===== config.mk =====
export PLATFORM = sky130hd
export DESIGN_NAME = dshot_frame_supervisor
export DESIGN_NICKNAME = d
export VERILOG_FILES = /design/src/rtl/dshot_frame_supervisor.sv
export SDC_FILE = /design/constraint.sdc
export NUM_CORES = 1
export LEC_CHECK = 0
export ABC_AREA = 1
export CAP_MARGIN = 20
export CELL_PAD_IN_SITES_DETAIL_PLACEMENT = 1
export CELL_PAD_IN_SITES_GLOBAL_PLACEMENT = 1
export CORE_ASPECT_RATIO = 2
export CORE_MARGIN = 1.5
export CORE_UTILIZATION = 43
export CTS_CLUSTER_DIAMETER = 40
export CTS_CLUSTER_SIZE = 28
export DETAILED_ROUTE_END_ITERATION = 12
export DONT_BUFFER_PORTS = 1
export PLACE_DENSITY = 0.84
export SETUP_SLACK_MARGIN = 0.3
export SLEW_MARGIN = 10
export SYNTH_ARGS = -nofsm -noshare
export SYNTH_HDL_FRONTEND = slang
export SYNTH_SLANG_ARGS = --single-unit

===== constraint.sdc =====
create_clock -name clk -period 2.3 [get_ports clk]
set_input_delay 0.345 -clock clk [delete_from_list [all_inputs] [get_ports clk]]
set_output_delay 0.345 -clock clk [all_outputs]
set_load 0.01 [all_outputs]

===== src/rtl/dshot_frame_supervisor.sv =====
// -----------------------------------------------------------------------------
// dshot_frame_supervisor
// Checks the CRC of each decoded DShot frame. Runs the arm/failsafe state
// machine. Turns throttle frames into a gated throttle value. Qualifies
// special commands with a repeat count before issuing them downstream.
// All outputs are registered in the clk domain and react one cycle after
// frame_strobe.
//
// Ports:
//   clk            in   system clock
//   reset          in   synchronous, active-high reset
//   frame_strobe   in   one-cycle pulse, frame_data holds a complete frame
//   frame_data     in   [15:5] value, [4] telemetry request, [3:0] CRC
//   throttle       out  gated throttle, 0..1999
//   throttle_valid out  pulse when throttle is updated from a frame in ARMED
//   armed          out  high in ARMED
//   failsafe       out  high in FAILSAFE
//   cmd_out        out  last issued command, 1..47
//   cmd_strobe     out  pulse when a command is issued
//   spin_dir       out  0 = normal, 1 = reversed
//   telem_req      out  pulse for a good frame with the telemetry bit set
//   crc_err_count  out  saturating count of CRC-failed frames
//
// Build option:
//   DSHOT_INV_CRC_EN  when defined, the CRC nibble is expected inverted
//                     (bidirectional DShot)
// -----------------------------------------------------------------------------
module dshot_frame_supervisor #(
    parameter int unsigned ARM_FRAMES     = 50,
    parameter int unsigned TIMEOUT_CYCLES = 1600000,
    parameter int unsigned CMD_REPEAT     = 6
) (
    input  logic        clk,
    input  logic        reset,
    input  logic        frame_strobe,
    input  logic [15:0] frame_data,
    output logic [10:0] throttle,
    output logic        throttle_valid,
    output logic        armed,
    output logic        failsafe,
    output logic [5:0]  cmd_out,
    output logic        cmd_strobe,
    output logic        spin_dir,
    output logic        telem_req,
    output logic [7:0]  crc_err_count
);

    localparam int unsigned TMO_W   = $clog2(TIMEOUT_CYCLES + 1);
    localparam int unsigned REP_W   = 4;
    localparam int unsigned ARM_W   = 8;
    localparam int unsigned CMD_MAX = 47;
    localparam int unsigned THR_MIN = 48;

    typedef enum logic [1:0] {
        ST_DISARMED = 2'd0,
        ST_ARMED    = 2'd1,
        ST_FAILSAFE = 2'd2
    } state_e;

    state_e             state_q;
    logic [ARM_W-1:0]   arm_cnt_q;
    logic [REP_W-1:0]   rep_q, rep_d;
    logic [5:0]         last_cmd_q, last_cmd_d;
    logic [TMO_W-1:0]   tmo_q, tmo_d;

    logic [10:0]        throttle_q;
    logic               throttle_valid_q;
    logic               armed_q;
    logic               failsafe_q;
    logic [5:0]         cmd_out_q;
    logic               cmd_strobe_q;
    logic               spin_dir_q;
    logic               telem_req_q;
    logic [7:0]         crc_err_q;

    logic [11:0]        body;
    logic [3:0]         crc_calc;
    logic               crc_ok;
    logic               good;
    logic               bad;
    logic [10:0]        value;
    logic               is_zero;
    logic               is_cmd;
    logic               is_thr;
    logic               cmd_eligible;
    logic               cmd_same;
    logic               cmd_take;
    logic               cmd_issue;
    logic               tmo_expire;

    // Frame decode and CRC check
    always_comb begin
        body     = frame_data[15:4];
        crc_calc = body[3:0] ^ body[7:4] ^ body[11:8];
`ifdef DSHOT_INV_CRC_EN
        crc_ok   = (~crc_calc) == frame_data[3:0];
`else
        crc_ok   = crc_calc == frame_data[3:0];
`endif
        good     = frame_strobe && crc_ok;
        bad      = frame_strobe && !crc_ok;
        value    = frame_data[15:5];
        is_zero  = value == 11'd0;
        is_cmd   = !is_zero && (value <= 11'(CMD_MAX));
        is_thr   = value >= 11'(THR_MIN);
    end

    // Silence counter; expiry fires only on the step that reaches the limit,
    // and a good frame in the same cycle suppresses it
    always_comb begin
        tmo_expire = !good && (tmo_q == TMO_W'(TIMEOUT_CYCLES - 1));
        if (good) begin
            tmo_d = '0;
        end else if (tmo_q == TMO_W'(TIMEOUT_CYCLES)) begin
            tmo_d = tmo_q;
        end else begin
            tmo_d = tmo_q + TMO_W'(1);
        end
    end

    // Command repeat qualification
    always_comb begin
        cmd_eligible = (state_q == ST_DISARMED) ||
                       ((state_q == ST_ARMED) && (throttle_q == 11'd0));
        cmd_same     = value[5:0] == last_cmd_q;
        cmd_take     = good && is_cmd && cmd_eligible;
        rep_d        = rep_q;
        last_cmd_d   = last_cmd_q;
        if (cmd_take) begin
            last_cmd_d = value[5:0];
            if (!cmd_same) begin
                rep_d = REP_W'(1);
            end else if (rep_q != REP_W'(CMD_REPEAT)) begin
                rep_d = rep_q + REP_W'(1);
            end
        end else if (good) begin
            rep_d = '0;
        end
        // A saturated run of the same command must not re-issue
        cmd_issue = cmd_take && (rep_d == REP_W'(CMD_REPEAT)) &&
                    !(cmd_same && (rep_q == REP_W'(CMD_REPEAT)));
    end

    // State machine and registered outputs
    always_ff @(posedge clk) begin
        if (reset) begin
            state_q          <= ST_DISARMED;
            arm_cnt_q        <= '0;
            rep_q            <= '0;
            last_cmd_q       <= '0;
            tmo_q            <= '0;
            throttle_q       <= '0;
            throttle_valid_q <= 1'b0;
            armed_q          <= 1'b0;
            failsafe_q       <= 1'b0;
            cmd_out_q        <= '0;
            cmd_strobe_q     <= 1'b0;
            spin_dir_q       <= 1'b0;
            telem_req_q      <= 1'b0;
            crc_err_q        <= '0;
        end else begin
            throttle_valid_q <= 1'b0;
            cmd_strobe_q     <= 1'b0;
            telem_req_q      <= good && frame_data[4];
            tmo_q            <= tmo_d;
            rep_q            <= rep_d;
            last_cmd_q       <= last_cmd_d;

            if (bad && (crc_err_q != 8'hFF)) begin
                crc_err_q <= crc_err_q + 8'd1;
            end

            if (cmd_issue) begin
                cmd_out_q    <= value[5:0];
                cmd_strobe_q <= 1'b1;
                if (value == 11'd7) begin
                    spin_dir_q <= 1'b0;
                end else if (value == 11'd8) begin
                    spin_dir_q <= 1'b1;
                end
            end

            case (state_q)
                ST_ARMED: begin
                    if (good) begin
                        if (is_thr) begin
                            throttle_q       <= value - 11'(THR_MIN);
                            throttle_valid_q <= 1'b1;
                        end else if (is_zero) begin
                            throttle_q       <= '0;
                            throttle_valid_q <= 1'b1;
                        end
                    end else if (tmo_expire) begin
                        state_q    <= ST_FAILSAFE;
                        armed_q    <= 1'b0;
                        failsafe_q <= 1'b1;
                        throttle_q <= '0;
                    end
                end
                ST_DISARMED, ST_FAILSAFE: begin
                    if (good) begin
                        if (is_zero) begin
                            if (arm_cnt_q == ARM_W'(ARM_FRAMES - 1)) begin
                                state_q    <= ST_ARMED;
                                armed_q    <= 1'b1;
                                failsafe_q <= 1'b0;
                                arm_cnt_q  <= '0;
                            end else begin
                                arm_cnt_q <= arm_cnt_q + ARM_W'(1);
                            end
                        end else begin
                            arm_cnt_q <= '0;
                        end
                    end else if (tmo_expire) begin
                        arm_cnt_q <= '0;
                    end
                end
                default: begin
                    state_q <= ST_DISARMED;
                end
            endcase
        end
    end

    assign throttle       = throttle_q;
    assign throttle_valid = throttle_valid_q;
    assign armed          = armed_q;
    assign failsafe       = failsafe_q;
    assign cmd_out        = cmd_out_q;
    assign cmd_strobe     = cmd_strobe_q;
    assign spin_dir       = spin_dir_q;
    assign telem_req      = telem_req_q;
    assign crc_err_count  = crc_err_q;

endmodule


==> results of run 1 <==
[stage by stage]
step	hold slack, ns	area, um^2	total power (W)
final	0.06991	4876	0.002793
after global routing	0.05405	4876	0.002914
after CTS	0.06455	4632	0.002813
after detailed placement	0.4223	4175	0.001484
after global placement	0.4218	4175	0.001474
after floorplan	0.4233	4085	0.001457
[synthesized netlist by cell type (all sizes together) (2+ instances only)]
cell | n | share of area
a211oi | 2 | 0.0037
a21oi | 43 | 0.054
a31oi | 5 | 0.0092
buf | 8 | 0.013
clkbuf | 4 | 0.0037
clkinv | 3 | 0.0031
dfxtp | 72 | 0.35
ha | 10 | 0.031
inv | 82 | 0.075
nand2 | 145 | 0.14
nand3 | 27 | 0.034
nand3b | 2 | 0.0037
nand4 | 8 | 0.014
nor2 | 90 | 0.098
nor3 | 25 | 0.036
nor3b | 6 | 0.011
nor4 | 6 | 0.0092
o211ai | 2 | 0.0037
o21a | 3 | 0.0055
o21ai | 23 | 0.030
o31ai | 2 | 0.0037
or2 | 5 | 0.0077
or3 | 2 | 0.0031
xnor2 | 5 | 0.011
xor2 | 14 | 0.030
[state kept, by name, indices dropped and copies added (netlist names)]
register / count
armed: 1
telem_req: 1
tmo_q: 21
rep_q: 4
crc_err_count: 8
failsafe: 1
spin_dir: 1
cmd_out: 6
last_cmd_q: 6
throttle: 11
throttle_valid: 1
state_q: 2
cmd_strobe: 1
arm_cnt_q: 8
[final cells by class]
| class | count | area (um^2) |
|---|---|---|
| fillers | 1203 | 4446 |
| clock buffers | 10 | 239.0 |
| flip-flops and latches | 72 | 1471 |
| well taps | 104 | 130.1 |
| multi-input cells | 430 | 2520 |
| inverters | 85 | 322.8 |
| clock inverters | 6 | 42.54 |
| repair buffers | 19 | 150.1 |
[path summary, 6_finish.rpt]
check,startpoint,end,slack (ns),cells past startpoint
max,last_cmd_q[1],cmd_out[0],0.30,11
min,reset,cmd_strobe,0.07,1
min reg2reg,arm_cnt_q[5],arm_cnt_q[5],0.47,2
max reg2reg,last_cmd_q[1],cmd_out[0],0.30,11
[timing repair]
action | 4_1_cts | 5_1_grt
hold buffers | 0 | 0
setup buffers | 8 | 7
pin swaps | 14 | 16
endpoints found under the setup margin | 37 | 43
resized for setup | 31 | 53
[logic make-up after synthesis]
kind of cell             after synthesis  synth area share
AND/OR/NAND/NOR                      316            0.3579
flip-flops                            72            0.3533
buffers and inverters                 97           0.09567
AO/OA/AOI/OAI                         85            0.1217
XOR/XNOR                              19           0.04079
adder cells (fa/ha/maj)               10           0.03067
[report_power, final]
group | total [W] | internal [W] | switching [W] | leakage, nW
logic | 0.000198 | 0.0000673 | 0.000131 | 1.26
clock network | 0.00133 | 0.000763 | 0.000563 | 0.135
registers | 0.00127 | 0.00125 | 0.0000146 | 0.589
[layer usage]
metal  GRT usage  vias to the layer above
met5           0                        -
met4      0.1192                        0
met3     0.04718                       34
met2      0.4932                       73
met1      0.2390                     2005
li1            -                     1960
==> flow_summary_export.csv, run 1 <==
group,metric,value,unit
setup_path,end_kind,"flip-flop",
finish,final_common_cell,"nand2_1",
timing,tns,0,ns
grt,antenna_found_initial,0,
detailed_routing,post_drt_wl_per_cell,17.31,um
power,ir_worst_vdd,0.5652,mV
timing,slew_viol_final,0,
setup_path,cp_slowest_cell,"dfxtp_1",
synth,synth_fp_nets,628,
floorplanning,start_util,0.4377,
synth,synth_ff_type,"dfxtp_1",
finish,stdcell_count,726,
job,max_cap_violations,0,
grt,grt_pass1_wl,20180,um
detailed_routing,top_layer,"met4",
floorplanning,core_area,9321,um^2
timing,period_needed,2.002,ns
timing,rsz0062_at_grt,"yes",
setup_path,setup.worst_path.class,"reg2reg",
timing,worst_clock_skew,0.008879,ns
detailed_routing,vias_per_cell,5.609,
timing,tightest_slew,0.5052,ns
grt,globalRouteOverflowTotal,0,
timing,timing.fmax,499.5,MHz
floorplanning,num_rows,50,
synth,ys_types,46,
placement,hpwl,8694,um
synth,syn_avg_cell_area,6.812,um^2
placement,gp_congestion,0.8740,
placement,portBuffers,0,
finish,layout-drive-gt1-share,0.2299,
setup_path,worst_ep_arrival_time,2.24,ns
clock_tree,clk_pin_slew,0.06,ns
clock_tree,cts_made_buffers,9,
floorplanning,io_pins,50,
setup_path,critPathBufInv,1,
clock_tree,cts_tree,"yes",
detailed_routing,drtPass1Iterations,4,
setup_path,setup.worst_path.start_class,"flip-flop",
timing,relSlewSlack,0.6601,
detailed_routing,vias,4072,
clock_tree,clock_sinks,72,
detailed_routing,final_antenna_net_count,0,
worst_hold_path,hold_path.class,"in2reg",
detailed_routing,routed-wl-met2,7342,um
setup_path,cpLargestDelayFamily,"simple AND/OR/NAND/NOR gates",
power,p_leak,1.986,nW
grt,track_usage,0.2517,
detailed_routing,met3_length,358,um
synth,netlist_instances,599,
synth,ys_ff_latch,72,
synth,yosysSeqAreaShare,0.3533,
floorplanning,dieArea,10120,um^2
floorplanning,die_y,140.8,um
floorplanning,dieWidth,71.88,um
timing,hold_violations,0,
synth,yosysWarnings,0,
setup_path,critical_path_required,2.54,ns
setup_path,crit_path_max_incr_delay,0.32,ns
synth,netlist_area,4080,um^2
detailed_routing,drt-met1-wl,4361,um
grt,grt_pass1_vias,4362,
synth,async_reset_ff_frac,0,
synth,synth_edf_count,0,
finish,utilization,0.5231,
finish,final_cell_mix,"129 x nand2_1, 71 x inv_1, 59 x nor2_1",
timing,setup_violations,0,
clock_tree,htree_num_levels,3,
run_status,status,"finished, final reports clean",
placement,preCtsSetupSlack,0.02005,ns
setup_path,path_cells,"xor2_1, nor2_2, nand3_2, or2_1, nand4_1, nand3b_1, nor2_4, buf_4, nand3_1, nand2_1, nor2_1",
finish,diodes,0,
placement,placed_cells,695,
power,power_density,572.9,nW/um^2
timing,worst_slack,0.2979,ns
clock_tree,clk_latency,0.34,ns
detailed_routing,drc,0,
finish,final_nets,646,
clock_tree,cts_max_path_buffers,2,
clock_tree,cts_root_buf,"clkbuf_16",
detailed_routing,drtIter0Drc,143,
detailed_routing,wirelength,12560,um
finish,syn_to_final_growth,19.50,%
setup_path,crit_fanout,4,
grt,grt_max_degree,26,
timing,finalCritPeriodShare,0.8705,
(Power assumes the default switching activity.)
==> run 2, diff against run 1 <==
Clock period 2.3 ns to 2.6 ns, I/O delays scaled along.
==> run 2 against run 1 <==
First-iteration DRC count decreased by 1.4%. Clock-buffer cell count unchanged. Final area decreased by 8.1%. Final cell count decreased by 1.9%. Register-to-register slack improved by 0.16 ns. Sequential power decreased by 12%. Largest cell class unchanged. Global-route usage decreased by 1.6 points. Worst hold slack improved by 0.046 ns. Wire length decreased by 8.2%. Critical path depth increased by 1. Via count decreased by 3.3%.
==> flow_summary_export.csv, run 2 (synthesized netlist as in run 1, its figures left out) <==
group,metric,value,unit
run_status,status,"finished, final reports clean",
power,power_density,542.7,nW/um^2
power,p_leak,1.801,nW
setup_path,rrSetupSlack,0.45,ns
setup_path,critPathBufInv,1,
timing,slew_viol_final,0,
timing,finalCritPeriodShare,0.8255,
finish,final_cell_mix,"136 x nand2_1, 73 x inv_1, 72 x nor2_1, 72 x dfxtp_1, 42 x a21oi_1",
detailed_routing,drtPass1Iterations,4,
detailed_routing,vias_per_cell,5.528,
clock_tree,cts_max_path_buffers,2,
floorplanning,core_area,9321,um^2
finish,fillers,1228,
finish,final_nets,633,
placement,hpwl,8745,um
finish,diodes,0,
power,power,0.002432,W
floorplanning,die_y,140.8,um
setup_path,crit_path_max_incr_delay,0.35,ns
floorplanning,io_pins,50,
clock_tree,clock_sinks,72,
grt,track_usage,0.2360,
timing,worst_clock_skew,0.01026,ns
clock_tree,cts_root_buf,"clkbuf_16",
grt,antenna_found_initial,0,
worst_hold_path,holdCritStartpoint,"reset",
placement,portBuffers,0,
floorplanning,start_util,0.4377,
timing,setup_violations,0,
setup_path,cpLargestDelayFamily,"simple AND/OR/NAND/NOR gates",
setup_path,crit_cells,12,
setup_path,crit_path_end,"throttle[6]",
finish,regMostFlops,"tmo_q",
timing,rsz0062_at_grt,"no",
setup_path,r2r-end,"throttle[6]",
detailed_routing,vias,3936,
setup_path,critPathLaunch,"tmo_q[0]",
detailed_routing,final_antenna_net_count,0,
setup_path,crit_fanout,10,
timing,tightest_slew,0.7293,ns
placement,gp_congestion,0.8213,
finish,layout-drive-gt1-share,0.1250,
detailed_routing,drtIter0Drc,141,
setup_path,cp_slowest_cell,"dfxtp_1",
worst_hold_path,hold_depth,1,
detailed_routing,drc,0,
job,max_cap_violations,0,
finish,final_common_cell,"nand2_1",
setup_path,path_cells,"ha_1, nand3_1, nor2_2, nand2_1, nor2_1, nand3_1, nand2_2, nand2_2, nor2_4, inv_2, a31oi_1, nor3_1",
setup_path,reg2reg_from,"tmo_q[0]",
worst_hold_path,hold_path.class,"in2reg",
grt,globalRouteOverflowTotal,0,
finish,largest_register_ff_count,21,
grt,grt_max_degree,27,
floorplanning,dieWidth,71.88,um
setup_path,setup.worst_path.class,"reg2reg",
floorplanning,num_rows,50,
detailed_routing,post_drt_wl_per_cell,16.20,um
timing,hold_violations,0,
finish,syn_to_final_growth,9.844,%
clock_tree,clk_pin_slew,0.06,ns
grt,grt_pass1_wl,18720,um
timing,period_needed,2.146,ns
clock_tree,cts_made_buffers,9,
setup_path,critical_path_required,2.82,ns
clock_tree,clk_latency,0.34,ns
grt,grt_pass1_vias,4158,
timing,relSlewSlack,0.5108,
power,ir_worst_vdd,0.3134,mV
setup_path,end_kind,"flip-flop",
clock_tree,htree_num_levels,3,
clock_tree,cts_tree,"yes",
timing,timing.fmax,465.9,MHz
setup_path,ff2ff_path_depth,12,
detailed_routing,wirelength,11540,um
floorplanning,dieArea,10120,um^2
setup_path,worst_ep_arrival_time,2.37,ns
setup_path,setup.worst_path.start_class,"flip-flop",
timing,tns,0,ns
clock_tree,cts_hold_buffers,0,
[run 2: cell count changes in the layout (fill, tap and decap cells not counted), sizes merged]
cell    change
buf        -13
inv         -2
clkinv      +1
[run 2: worst min path at each step]
stage	to	slack [ns]
2_1_floorplan	arm_cnt_q[5]	0.45
3_5_place_dp	cmd_strobe	0.47
6_report	rep_q[3]	0.12
3_3_place_gp	arm_cnt_q[5]	0.46
4_1_cts	cmd_strobe	0.11
5_1_grt	rep_q[3]	0.10
[run 2: worst register-to-register path, delay by kind of cell (launching register included)]
kind	cells	cell delay (ns)
adder cells (fa/ha/maj)	1	0.19
AND/OR/NAND/NOR	9	1.19
AO/OA/AOI/OAI	1	0.17
flip-flops	1	0.35
buffers and inverters	1	0.12
[run 2: report_power, final]
group / switching [W] / total [W] / internal (W)
logic: 0.000110 / 0.000164 / 0.0000544
registers: 0.0000110 / 0.00112 / 0.00111
clock network: 0.000480 / 0.00114 / 0.000664
total: 0.000601 / 0.00243 / 0.00183
[run 2: cell type report]
cell class              count  area, um^2  area share
multi-input cells         430        2272      0.5070
flip-flops and latches     72        1441      0.3216
inverters                  85       320.3     0.07147
clock buffers              10       239.0     0.05332
well taps                 104       130.1     0.02903
repair buffers              6       45.04     0.01005
clock inverters             5       33.78    0.007538
[run 2: timing repair]
action                     in CTS  in global routing
gates resized for setup         0                  6
setup endpoints to repair       0                 10
setup buffers                   0                  4
[run 2: per-layer routing]
layer	global-route usage	wire, um
met1	0.2043	3975
met2	0.4747	6765
met3	0.05289	310
met4	0.1192	484
met5	0	0
[run 2: stage by stage]
step / worst slack (ns) / cell area [um^2] / instances / utilization / hold WS [ns]
final: 0.4538 / 4482 / 712 / 0.4808 / 0.1162
after CTS: 0.3802 / 4428 / 708 / 0.4750 / 0.1121
after global routing: 0.2732 / 4482 / 712 / 0.4808 / 0.1025
after floorplan: 0.5104 / 4080 / 599 / - / 0.4493
after detailed placement: 0.2936 / 4155 / 693 / 0.4458 / 0.4671
after global placement: 0.4007 / 4155 / 693 / 0.4458 / 0.4579
==> run 3, diff against run 2 <==
Settings changed: CORE_UTILIZATION 43 to 41.
Clock period 2.6 ns to 1.85 ns, I/O delays scaled along.
==> run 3 against run 2 <==
Area after synthesis did not move. Synthesized cell count did not move. The flow now stops in global routing.
==> flow_summary_export.csv, run 3 <==
group,metric,value,unit
clock_tree,cts_root_buf,"clkbuf_16",
floorplanning,io_pins,50,
run_status,lastStage,"global routing",
placement,hpwl,10330,um
clock_tree,clock_sinks,72,
floorplanning,start_util,0.4207,
synth,syn_avg_cell_area,6.812,um^2
synth,netlist_instances,599,
synth,ys_ff_latch,72,
run_status,status,"aborted with a tool error",
grt,grt_max_degree,26,
synth,synth_ff_type,"dfxtp_1",
synth,async_reset_ff_frac,0,
placement,portBuffers,0,
synth,synth.most_common_cell,"nand2_1",
placement,placed_cells,789,
timing,crit_endpoint,"spin_dir$_SDFFE_PP0P_/D",
synth,netlist_area,4080,um^2
clock_tree,cts_made_buffers,9,
synth,ys_types,46,
synth,synth_edf_count,0,
synth,yosysWarnings,0,
clock_tree,htree_num_levels,3,
grt,globalRouteOverflowTotal,2,
floorplanning,dieWidth,73.54,um
grt,track_usage,0.5865,
synth,yosysSeqAreaShare,0.3533,
synth,ys_top_cells_by_area,"dfxtp_1 35%, nand2_1 13%, nor2_1 6.9%",
floorplanning,die_y,144.1,um
placement,place_area,4878,um^2
synth,synthTopCellsByCount,"136 x nand2_1, 75 x nor2_1, 73 x inv_1",
placement,gp_congestion,0.9030,
synth,synth_top_area_cell,"dfxtp_1",
timing,worst_path_end_type,"sequential cell input",
synth,synth_top_area_share,0.3533,
run_status,error,"[ERROR GRT-0232] Routing congestion too high. Check the congestion heatmap in the GUI.",
floorplanning,num_rows,51,
synth,synth_fp_nets,628,
clock_tree,cts_max_path_buffers,2,
==> run 3: what timing repair did <==
action / in CTS
cloned: 2
hold buffers: 2
buffers inserted: 41
hold endpoints to repair: 6
endpoints found under the setup margin: 59
resized for setup: 134
pin swaps: 42
==> run 3: cells by family after synthesis <==
group / after synthesis / synth area share
simple gates: 316 / 0.3579
buf+inv: 97 / 0.09567
compound gates: 85 / 0.1217
flops: 72 / 0.3533
xor+xnor: 19 / 0.04079
fa+ha+maj: 10 / 0.03067
==> run 3: through the flow <==
stage	utilization	hold WS, ns	setup WS, ns
4_1_cts	0.6264	0.001020	-0.05348
3_5_place_dp	0.5030	0.3543	-0.2459
3_3_place_gp	0.5030	0.3530	-0.08846
2_1_floorplan	-	0.3558	0.01933
==> run 3: routing by layer <==
metal,track usage,overflow
met4,0.6277,2
met3,0.3387,0
met5,0,0
met1,0.5209,0
met2,0.8596,0
==> run 4, diff against run 3 <==
Settings changed: CELL_PAD_IN_SITES_DETAIL_PLACEMENT 1 to unset, CELL_PAD_IN_SITES_GLOBAL_PLACEMENT 1 to unset, CORE_ASPECT_RATIO 2 to unset, CORE_UTILIZATION 41 to 28, CTS_CLUSTER_DIAMETER 40 to unset, CTS_CLUSTER_SIZE 28 to unset, PLACE_DENSITY 0.84 to unset, PLACE_DENSITY_LB_ADDON set to 0.15, SETUP_SLACK_MARGIN 0.3 to unset.
Clock period 1.85 ns to 2.4 ns, I/O delays scaled along.
==> run 4 against run 3 <==
The flow now finishes without violations.
==> flow_summary_export.csv, run 4 (synthesized netlist as in run 1, its figures left out) <==
group,metric,value,unit
run_status,status,"finished, final reports clean",
clock_tree,cts_hold_buffers,0,
detailed_routing,final_antenna_net_count,0,
clock_tree,cts_resized,0,
setup_path,rrSetupSlack,0.33,ns
setup_path,critical_path_required,2.63,ns
placement,hpwl,7740,um
clock_tree,cts_tree,"yes",
placement,portBuffers,0,
grt,grt_pass1_vias,3476,
finish,final_cell_mix,"136 x nand2_1, 75 x nor2_1, 73 x inv_1",
grt,antenna_found_initial,0,
clock_tree,cts_made_buffers,9,
timing,hold_violations,0,
power,p_leak,1.790,nW
timing,worst_slack,0.3334,ns
timing,setup_violations,0,
setup_path,worst_ep_arrival_time,2.30,ns
clock_tree,post_cts_buffers,0,
detailed_routing,wirelength,10100,um
finish,fillers,1514,
floorplanning,core_area,14040,um^2
job,max_cap_violations,0,
finish,largest_register_ff_count,21,
setup_path,setup.worst_path.start_class,"flip-flop",
placement,place_area,4273,um^2
finish,diodes,0,
timing,relSlewSlack,0.6055,
grt,grt_max_degree,24,
finish,stdcell_area,4551,um^2
setup_path,crit_fanout,10,
finish,layout-drive-gt1-share,0.1089,
timing,tns,0,ns
floorplanning,dieArea,15310,um^2
timing,tightest_slew,0.5864,ns
placement,gp_congestion,0.7956,
detailed_routing,drtIter0Drc,150,
worst_hold_path,hold_path.class,"in2reg",
timing,worst_clock_skew,0.007931,ns
timing,period_needed,2.067,ns
setup_path,end_kind,"flip-flop",
clock_tree,htree_num_levels,3,
clock_tree,clk_pin_slew,0.06,ns
grt,grt_pass1_wl,16440,um
finish,syn_to_final_growth,11.53,%
floorplanning,io_pins,50,
detailed_routing,vias,3644,
power,power_density,593.2,nW/um^2
clock_tree,cts_max_path_buffers,2,
power,ir_worst_vdd,0.3165,mV
grt,globalRouteOverflowTotal,0,
placement,preCtsSetupSlack,0.1261,ns
floorplanning,dieWidth,123.7,um
setup_path,ff2ff_path_depth,11,
detailed_routing,post_drt_wl_per_cell,12.85,um
setup_path,setup.worst_path.class,"reg2reg",
detailed_routing,drc,0,
floorplanning,num_rows,43,
floorplanning,start_util,0.2906,
finish,utilization,0.3241,
timing,rsz0062_at_grt,"no",
clock_tree,cts_root_buf,"clkbuf_16",
worst_hold_path,hold_depth,1,
clock_tree,clock_sinks,72,
clock_tree,clk_latency,0.34,ns
timing,slew_viol_final,0,
detailed_routing,drtPass1Iterations,5,
finish,final_nets,632,
detailed_routing,vias_per_cell,4.636,
timing,timing.fmax,483.9,MHz
finish,regMostFlops,"tmo_q",
grt,track_usage,0.1407,
timing,finalCritPeriodShare,0.8611,
finish,final_common_cell,"nand2_1",
floorplanning,die_y,123.7,um
-- run 4: routing by layer --
layer  part of all wire  wire [um]  vias up  GRT usage
li1                   -          -     1929          -
met1               0.46       4636     1639     0.1688
met2               0.46       4681       63     0.2334
met3              0.062        627       13    0.04579
met4              0.015        153        0    0.05388
met5                  0          0        -          0
-- run 4: area by class of cell --
cell class,count,area [um^2],share of cell area
Clock buffer,11,232.7,0.05114
Clock inverter,3,45.04,0.009898
Inverter,85,320.3,0.07039
Multi-Input combinational cell,430,2248,0.4941
Sequential cell,72,1441,0.3167
Tap cell,180,225.2,0.04949
Timing Repair Buffer,5,37.54,0.008249
-- run 4: power by group --
group	total, W	switching (W)	internal (W)	leakage (nW)
combinational	0.000173	0.000112	0.0000609	1.08
clock	0.00131	0.000515	0.000794	0.128
sequential	0.00122	0.0000117	0.00121	0.581
-- run 4: worst paths after layout --
| check | startpoint | end |
|---|---|---|
| worst max register to register | tmo_q[14] | throttle[6] |
| worst min register to register | arm_cnt_q[5] | arm_cnt_q[5] |
| worst min-delay path | reset | rep_q[3] |
| worst max-delay path | tmo_q[14] | throttle[6] |
-- run 4: worst max-delay path, stage by stage (launching register included) --
cell and delay (ns):
dfxtp_1 0.36, nand2_1 0.11, nor3_1 0.31, inv_1 0.07
nor2_1 0.18, nand3_1 0.14, nand2_2 0.13, nand2_2 0.08
nor2_4 0.20, inv_2 0.12, a31oi_1 0.18, nor3_1 0.06
-- run 4: per-stage QoR --
step           hold slack [ns]  power (W)  instances
6_report               0.09048   0.002699        786
5_1_grt                0.08398   0.002818        786
3_5_place_dp            0.4419   0.001418        772
3_3_place_gp            0.4402   0.001417        772
2_1_floorplan           0.4383   0.001396        599
4_1_cts                0.07379   0.002745        786
